$ cat src/rtl/hack_pkg.sv
// Shared HACK memory-hierarchy definitions: word width, RAM8 address width, word type.
package hack_pkg;

    localparam int unsigned WORD_W      = 16;
    localparam int unsigned RAM8_ADDR_W = 3;

    typedef logic [WORD_W-1:0] hack_word_t;

endpackage

$ cat src/rtl/word_reg16.sv
// Single storage word with load enable and asynchronous active-low reset.
module word_reg16
    import hack_pkg::*;
#(
    parameter int unsigned WIDTH = WORD_W
) (
    input  logic             clk,
    input  logic             reset_n,
    input  logic             load,
    input  logic [WIDTH-1:0] d,
    output logic [WIDTH-1:0] q
);

    logic [WIDTH-1:0] q_q;

    // Capture d on load; clear to zero on reset.
    always_ff @(posedge clk or negedge reset_n) begin
        if (!reset_n) begin
            q_q <= '0;
        end else if (load) begin
            q_q <= d;
        end
    end

    assign q = q_q;

endmodule

$ cat src/rtl/ram8_regbank.sv
// Eight-word register bank: synchronous write, 1-cycle registered read with
// write-first bypass, and per-word written flags for uninitialised-read detection.
module ram8_regbank
    import hack_pkg::*;
#(
    parameter int unsigned WIDTH = WORD_W,
    parameter int unsigned DEPTH = 8
) (
    input  logic                   clk,
    input  logic                   reset_n,
    input  logic [WIDTH-1:0]       in,
    input  logic [RAM8_ADDR_W-1:0] address,
    input  logic                   load,
    input  logic                   rd_en,
    input  logic                   clear,
    output logic [WIDTH-1:0]       out,
    output logic                   out_valid,
    output logic                   out_uninit,
    output logic [DEPTH-1:0]       written
);

    logic [DEPTH-1:0] load_dec;
    logic [WIDTH-1:0] mem [DEPTH];

    logic [DEPTH-1:0] written_q, written_d;
    logic [WIDTH-1:0] out_q, rd_data;
    logic             valid_q, uninit_q, rd_uninit;

    // One-hot load decode of the shared address.
    always_comb begin
        load_dec = '0;
        for (int i = 0; i < DEPTH; i++) begin
            load_dec[i] = load && (address == RAM8_ADDR_W'(i));
        end
    end

    for (genvar g = 0; g < DEPTH; g++) begin : g_word
        word_reg16 #(
            .WIDTH(WIDTH)
        ) u_word (
            .clk    (clk),
            .reset_n(reset_n),
            .load   (load_dec[g]),
            .d      (in),
            .q      (mem[g])
        );
    end

    // Read select with write-first bypass; flags sampled before any clear.
    always_comb begin
        rd_data   = mem[address];
        rd_uninit = ~written_q[address];
        if (load) begin
            rd_data   = in;
            rd_uninit = 1'b0;
        end
    end

    // Written flags: clear takes effect first, then a write sets its bit.
    always_comb begin
        written_d = written_q;
        if (clear) begin
            written_d = '0;
        end
        if (load) begin
            written_d[address] = 1'b1;
        end
    end

    // Flag state register.
    always_ff @(posedge clk or negedge reset_n) begin
        if (!reset_n) begin
            written_q <= '0;
        end else begin
            written_q <= written_d;
        end
    end

    // Read output register; data holds when idle, valid/uninit pulse per read.
    always_ff @(posedge clk or negedge reset_n) begin
        if (!reset_n) begin
            out_q    <= '0;
            valid_q  <= 1'b0;
            uninit_q <= 1'b0;
        end else begin
            valid_q  <= rd_en;
            uninit_q <= rd_en & rd_uninit;
            if (rd_en) begin
                out_q <= rd_data;
            end
        end
    end

    assign out        = out_q;
    assign out_valid  = valid_q;
    assign out_uninit = uninit_q;
    assign written    = written_q;

endmodule

$ cat config.mk
export PLATFORM = sky130hd
export DESIGN_NAME = ram8_regbank
export DESIGN_NICKNAME = d
export VERILOG_FILES = /design/src/rtl/hack_pkg.sv /design/src/rtl/word_reg16.sv /design/src/rtl/ram8_regbank.sv
export SDC_FILE = /design/constraint.sdc
export NUM_CORES = 1
export LEC_CHECK = 0
export ABC_AREA = 1
export CAP_MARGIN = 20
export CORE_UTILIZATION = 45
export DETAILED_ROUTE_END_ITERATION = 10
export SETUP_SLACK_MARGIN = 0.05
export SLEW_MARGIN = 20
export SYNTH_ARGS = -nofsm -noshare
export SYNTH_HDL_FRONTEND = slang
export SYNTH_HIERARCHICAL = 1
export SYNTH_SLANG_ARGS = --single-unit
$ cat constraint.sdc
create_clock -name clk -period 1.24 [get_ports clk]
set_input_delay 0.124 -clock clk [delete_from_list [all_inputs] [get_ports clk]]
set_output_delay 0.124 -clock clk [all_outputs]
set_load 0.01 [all_outputs]
After elaboration in Yosys (flattened, before gate mapping)
Cells that the tools add are included.

word-level totals
  memories kept = 0
  input bits = 24
  memory bits (writable) = 0
  output and inout bits = 26
  bits in latches = 0
  logic and storage cells = 47
  bits in registers = 154
  memory bits (read-only) = 0

cells by class
  multiply operators = 0
  divide/modulo/power cells = 0
  multiplexer cells = 11
  shift-type cells = 0
  equality and inequality tests = 7
  magnitude comparators = 3
  reduce and logical (&&, ||, !) cells = 10
  bitwise operators = 4
  add/subtract/negate cells = 0

operators with widths
  cell                                                  number
  binary-select mux 16 bit (select 3 bit)               1
  two-way mux 16 bit                                    3
  two-way mux 8 bit                                     2
  equality test 3 bit (second input constant)           4
  logical AND 1 bit                                     9
  bitwise OR 8 bit                                      1
  equality test 3 x 2 -> 1 bit (second input constant)  2
  >= comparator 4 bit (second input constant)           1
  < comparator 3 x 4 -> 1 bit (second input constant)   1
  NOT 3 -> 4 bit                                        1
  binary-select mux 1 bit (select 3 bit)                1
  demux 1 bit (select 3 bit)                            1
  equality test 3 x 1 -> 1 bit (second input constant)  1
  >= comparator 3 x 1 -> 1 bit (second input constant)  1
  logical NOT 3 bit                                     1
  two-way mux 1 bit                                     3
  AND 1 bit                                             1
  NOT 1 bit                                             1

Depth between registers and ports, before layout
  depth after elaboration = 6
  mapped depth = 11
  depth with buffers taken out = 9

Cells and area by module
Netlist, hierarchy kept.

modules (own cells, without submodules)
  module        area an instance (µm²)  instances  seq. area each (µm²)  cells each
  word_reg16    644.4                   8          400.4                 68
  ram8_regbank  2583.7                  1          650.6                 494

Worst setup path before layout
Ideal clock, no wire load.

  path type = input port to flip-flop
  from = input address[2]
  to = register g_word[7].u_word.q_q[8]
  path slack = -57 ps
  cell stages on the path = 9
  data arrival time = 1181 ps
  buffers on the path = 4
  library setup time = 116 ps
  data required time = 1124 ps
  cells stage by stage = buf_2 -> buf_2 -> nand2_1 -> nor2_1 -> buf_6 -> inv_6 -> buf_12 -> nand2_1 -> nand2_1

between the ends
  word-level cells in the longest chain between the ends = 2

RTL lines
  element               RTL line            text
  start, declared       ram8_regbank.sv:12  input logic [RAM8_ADDR_W-1:0] address,
  equality test 3 bit   ram8_regbank.sv:33  load_dec[i] = load && (address == RAM8_ADDR_W'(i));
  logical AND 1 bit     ram8_regbank.sv:33
  via load_dec[7]       ram8_regbank.sv:22  logic [DEPTH-1:0] load_dec;
  end signal, assigned  word_reg16.sv:19    q_q <= '0;
  end signal, assigned  word_reg16.sv:21    q_q <= d;
  end, declared         word_reg16.sv:14    logic [WIDTH-1:0] q_q;

The timed path passes the listed nets, and every way through them passes these cells.
A chain may end at the register's enable or synchronous reset.

Worst setup path in the final report
  from = register written_q[3], in the netlist written[3]
  to = output written[3]

RTL lines
  element                 RTL line            text
  start, declared         ram8_regbank.sv:25  logic [DEPTH-1:0] written_q, written_d;
  start signal, assigned  ram8_regbank.sv:75  written_q <= written_d;
  end, declared           ram8_regbank.sv:19  output logic [DEPTH-1:0] written

No word-level cell between the ends.

==> summary.md <==
| Metric | Value |
|---|---|
| Top area cells in the synthesized netlist | `dfrtp_1 (50%), nand2_1 (32%), nand2_2 (3.4%)` |
| H-tree levels | `4` |
| Clk Tree Root Cell | `clkbuf_16` |
| Sw Share | `0.278` |
| DIE AREA | `0.0177 sq mm` |
| Die width | `133 microns` |
| Hold_ws | `126 ps` |
| Max Clock Freq | `861 MHz` |
| Mux cell area share after synthesis | `0` |
| Core Box Area | `0.0167 sq mm` |
| Asr flop ratio synth | `1.00` |
| Cell Rows | `47` |
| Layout cells sized above 1 | `0.187` |
| Gr ovfl total | `0` |
| Status | `finished, final reports clean` |
| Top cell type's share of synthesized area | `0.498` |
| Reg-to-reg critical path endpoint | `out_uninit` |
| CP max FO | `2` |
| YS warnings | `6` |
| RSZ-0062 raised after global routing | `no` |
| P_sw | `3990 uW` |
| Worst setup path class | `reg -> out` |
| HPWL Detailed | `15800 microns` |
| Post-Synthesis Cells | `1038` |
| Clock buffer depth | `2` |
| Reg-to-reg startpoint | `written[3]` |
| Ys flop type | `dfrtp_1` |
| R2R depth | `6` |
| Initial antenna violation count | `0` |
| DRC violations left | `0` |
| CP top delay family | `flip-flops` |
| Worst Path Arrival | `1040 ps` |
| Slowest stage delay, CP | `380 ps` |
| Total Routing Usage GR | `0.280` |
| Via count | `6886` |
| Die height | `133 microns` |
| Synth-to-Final Area Change | `23.8%` |
| Synth Register Bits | `154` |
| CP endpoint kind | `output pin` |
| Reg clk slew, reported paths | `60 ps` |
| CTS tree | `yes` |
| PD cells | `1500 mW/mm^2` |
| Post-DP Area | `0.00897 sq mm` |
| Slew Limit Fails | `0` |
| Compound-Gate Fraction of Synth Area | `0.0144` |
| Post-synthesis cell type count | `24` |
| Simple-Gate Fraction of Synth Area | `0.403` |
| Vias in the first global route | `6962` |
| Starting Density | `0.463` |
| Synthesized cell area | `0.00774 sq mm` |
| Combinational share of power | `0.177` |
| Slowest CP cell | `dfrtp_1` |
| Fin nets | `1180` |
| Inserted Clock Buffers | `17` |
| First DRT Iteration DRCs | `467` |
| Synth Net Count | `1062` |
| Slew of the pin with the lowest slew margin | `295 ps` |
| Sink Count | `154` |
| Seq/Total Area, Yosys | `0.498` |
| R2r setup slk | `90 ps` |
| Final Wtd Congestion | `0.840` |
| Min Tclk post-route | `1160 ps` |
| Final Hold Fails | `0` |
| Clk_skew | `7.67 ps` |
| First-pass GRT wire length | `37500 microns` |
| Worst-skew pair later-pin latency | `420 ps` |
| Port bufs | `49` |
| WL per Instance | `16.7 microns` |
| Leakage power | `0.00522 uW` |
| Most common cell in the synthesized netlist | `nand2_1` |
| Largest net degree at the start of global routing | `38` |
| Number of synthesized flops with an enable pin | `0` |
| Seq pwr share | `0.446` |
| Internal | `10400 uW` |
| Slew margin rel. | `0.803` |
| Wirelength, routed | `23100 microns` |
| MaxCap Viol Count | `0` |
| Vias per cell | `4.96` |
| Adder-cell share of the synthesized area | `0` |
| Setup violations, final | `0` |
| Post-Synth XOR/XNOR Area | `0` |
| Placed instance count | `1349` |
| Top post-synthesis cells by count | `nand2_1 (663), dfrtp_1 (154), nand2_2 (42), nor2_1 (39), nand3_1 (37)` |
| Data required, critical path | `1120 ps` |
| Most area-hungry cell type in the Yosys netlist | `dfrtp_1` |
| Peak supply drop | `0.00101 V` |
| Clock share of power | `0.377` |
| Largest family of logic cells by synthesized area | `simple AND/OR/NAND/NOR gates` |
| Antenna Violating Nets Remaining | `0` |
| Pre-Repair DR Iteration Count | `5` |
| Fin area | `0.00958 sq mm` |
| WP buf/inv | `1` |
| Startpoint types | `flip-flop` |
| Average size of a mapped cell | `7.46 sq um` |
| Crit path cell chain | `clkdlybuf4s15_2` |
| Final period util | `0.937` |
| # IOs | `50` |
| Antenna diodes | `0` |
| HP Class | `in -> async` |
| Fin cells | `1388` |
cell families (layout without fill, tap and decap cells):
family,after synthesis,in the layout
simple gates,786,786
flops,154,154
buf+inv,79,209
compound gates,19,19
what timing repair did:
item | CTS | global route
endpoints found under the setup margin | 151 | 18
setup buffers | 7 | 0
pin swaps | 1 | 0
hold buffers | 1 | 0
endpoints found under the hold margin | 154 | 0
gates resized for setup | 70 | 18
power by group through the flow:
stage	logic (uW)	clock network, uW	registers, uW
2_1_floorplan	1540	0	6410
3_3_place_gp	2540	0	6470
3_5_place_dp	2590	0	6480
4_1_cts	2580	5500	6410
5_1_grt	2900	5680	6510
6_report	2540	5420	6410
per-layer routing:
layer / global-route usage / up-vias / routed length (microns)
li1: - / 3377 / -
met1: 0.366 / 3234 / 10100
met2: 0.453 / 218 / 10900
met3: 0.0498 / 57 / 1160
met4: 0.131 / 0 / 939
met5: 0 / - / 0
cell type report:
type,count,area (sq um)
Multi-Input combinational cell,805,3260
Sequential cell,154,3850
Inverter,24,133
Fill cell,1622,7120
Clock inverter,7,113
Tap cell,220,275
Clock buffer,24,502
Timing Repair Buffer,154,1440
sequential cells by signal (all words and copies together), names as in the netlist:
signal	cells
g_word.u_word/q	128
out_valid	1
written	8
out_uninit	1
out	16
through the flow:
| step | TNS (ps) | utilization | worst slack [ps] | total power [uW] |
|---|---|---|---|---|
| 2_1_floorplan | 0 | - | 52.6 | 7950 |
| 5_1_grt | 0 | 0.574 | 51.0 | 15100 |
| 3_3_place_gp | -61720 | 0.537 | -477 | 9010 |
| 6_report | 0 | 0.574 | 78.6 | 14400 |
| 4_1_cts | 0 | 0.577 | 52.6 | 14500 |
| 3_5_place_dp | -62590 | 0.537 | -489 | 9070 |
placed cells by master (no fill, tap or decap), types with 2 or more instances in the layout:
cell type,n
nor2_4,3
buf_12,20
o22ai_1,8
nand2_1,658
nand2_2,47
clkinv_2,3
dlygate4sd2_1,3
buf_4,82
a21oi_1,9
bufinv_16,3
nand3_1,37
clkdlybuf4s50_1,18
inv_1,11
clkdlybuf4s15_1,7
clkbuf_1,2
buf_2,8
clkbuf_8,5
dfrtp_1,154
inv_2,3
clkbuf_2,11
buf_6,3
nand3b_1,2
clkbuf_16,17
inv_6,8
nor2_1,37
worst max path at each step:
stage                           from                     end  slack (ps)  cells past startpoint
after CTS                 written[2]              written[2]          50                      1
after detailed placement  address[1]  g_word[0].u_word/q[13]        -490                      8
final                     written[3]              written[3]          80                      1
after floorplan           address[0]  g_word[4].u_word/q[10]          50                     10
after global placement    address[1]   g_word[3].u_word/q[0]        -480                      8
after global routing         out[15]                 out[15]          50                      1
Note: power is estimated with default switching activity, not from simulation.
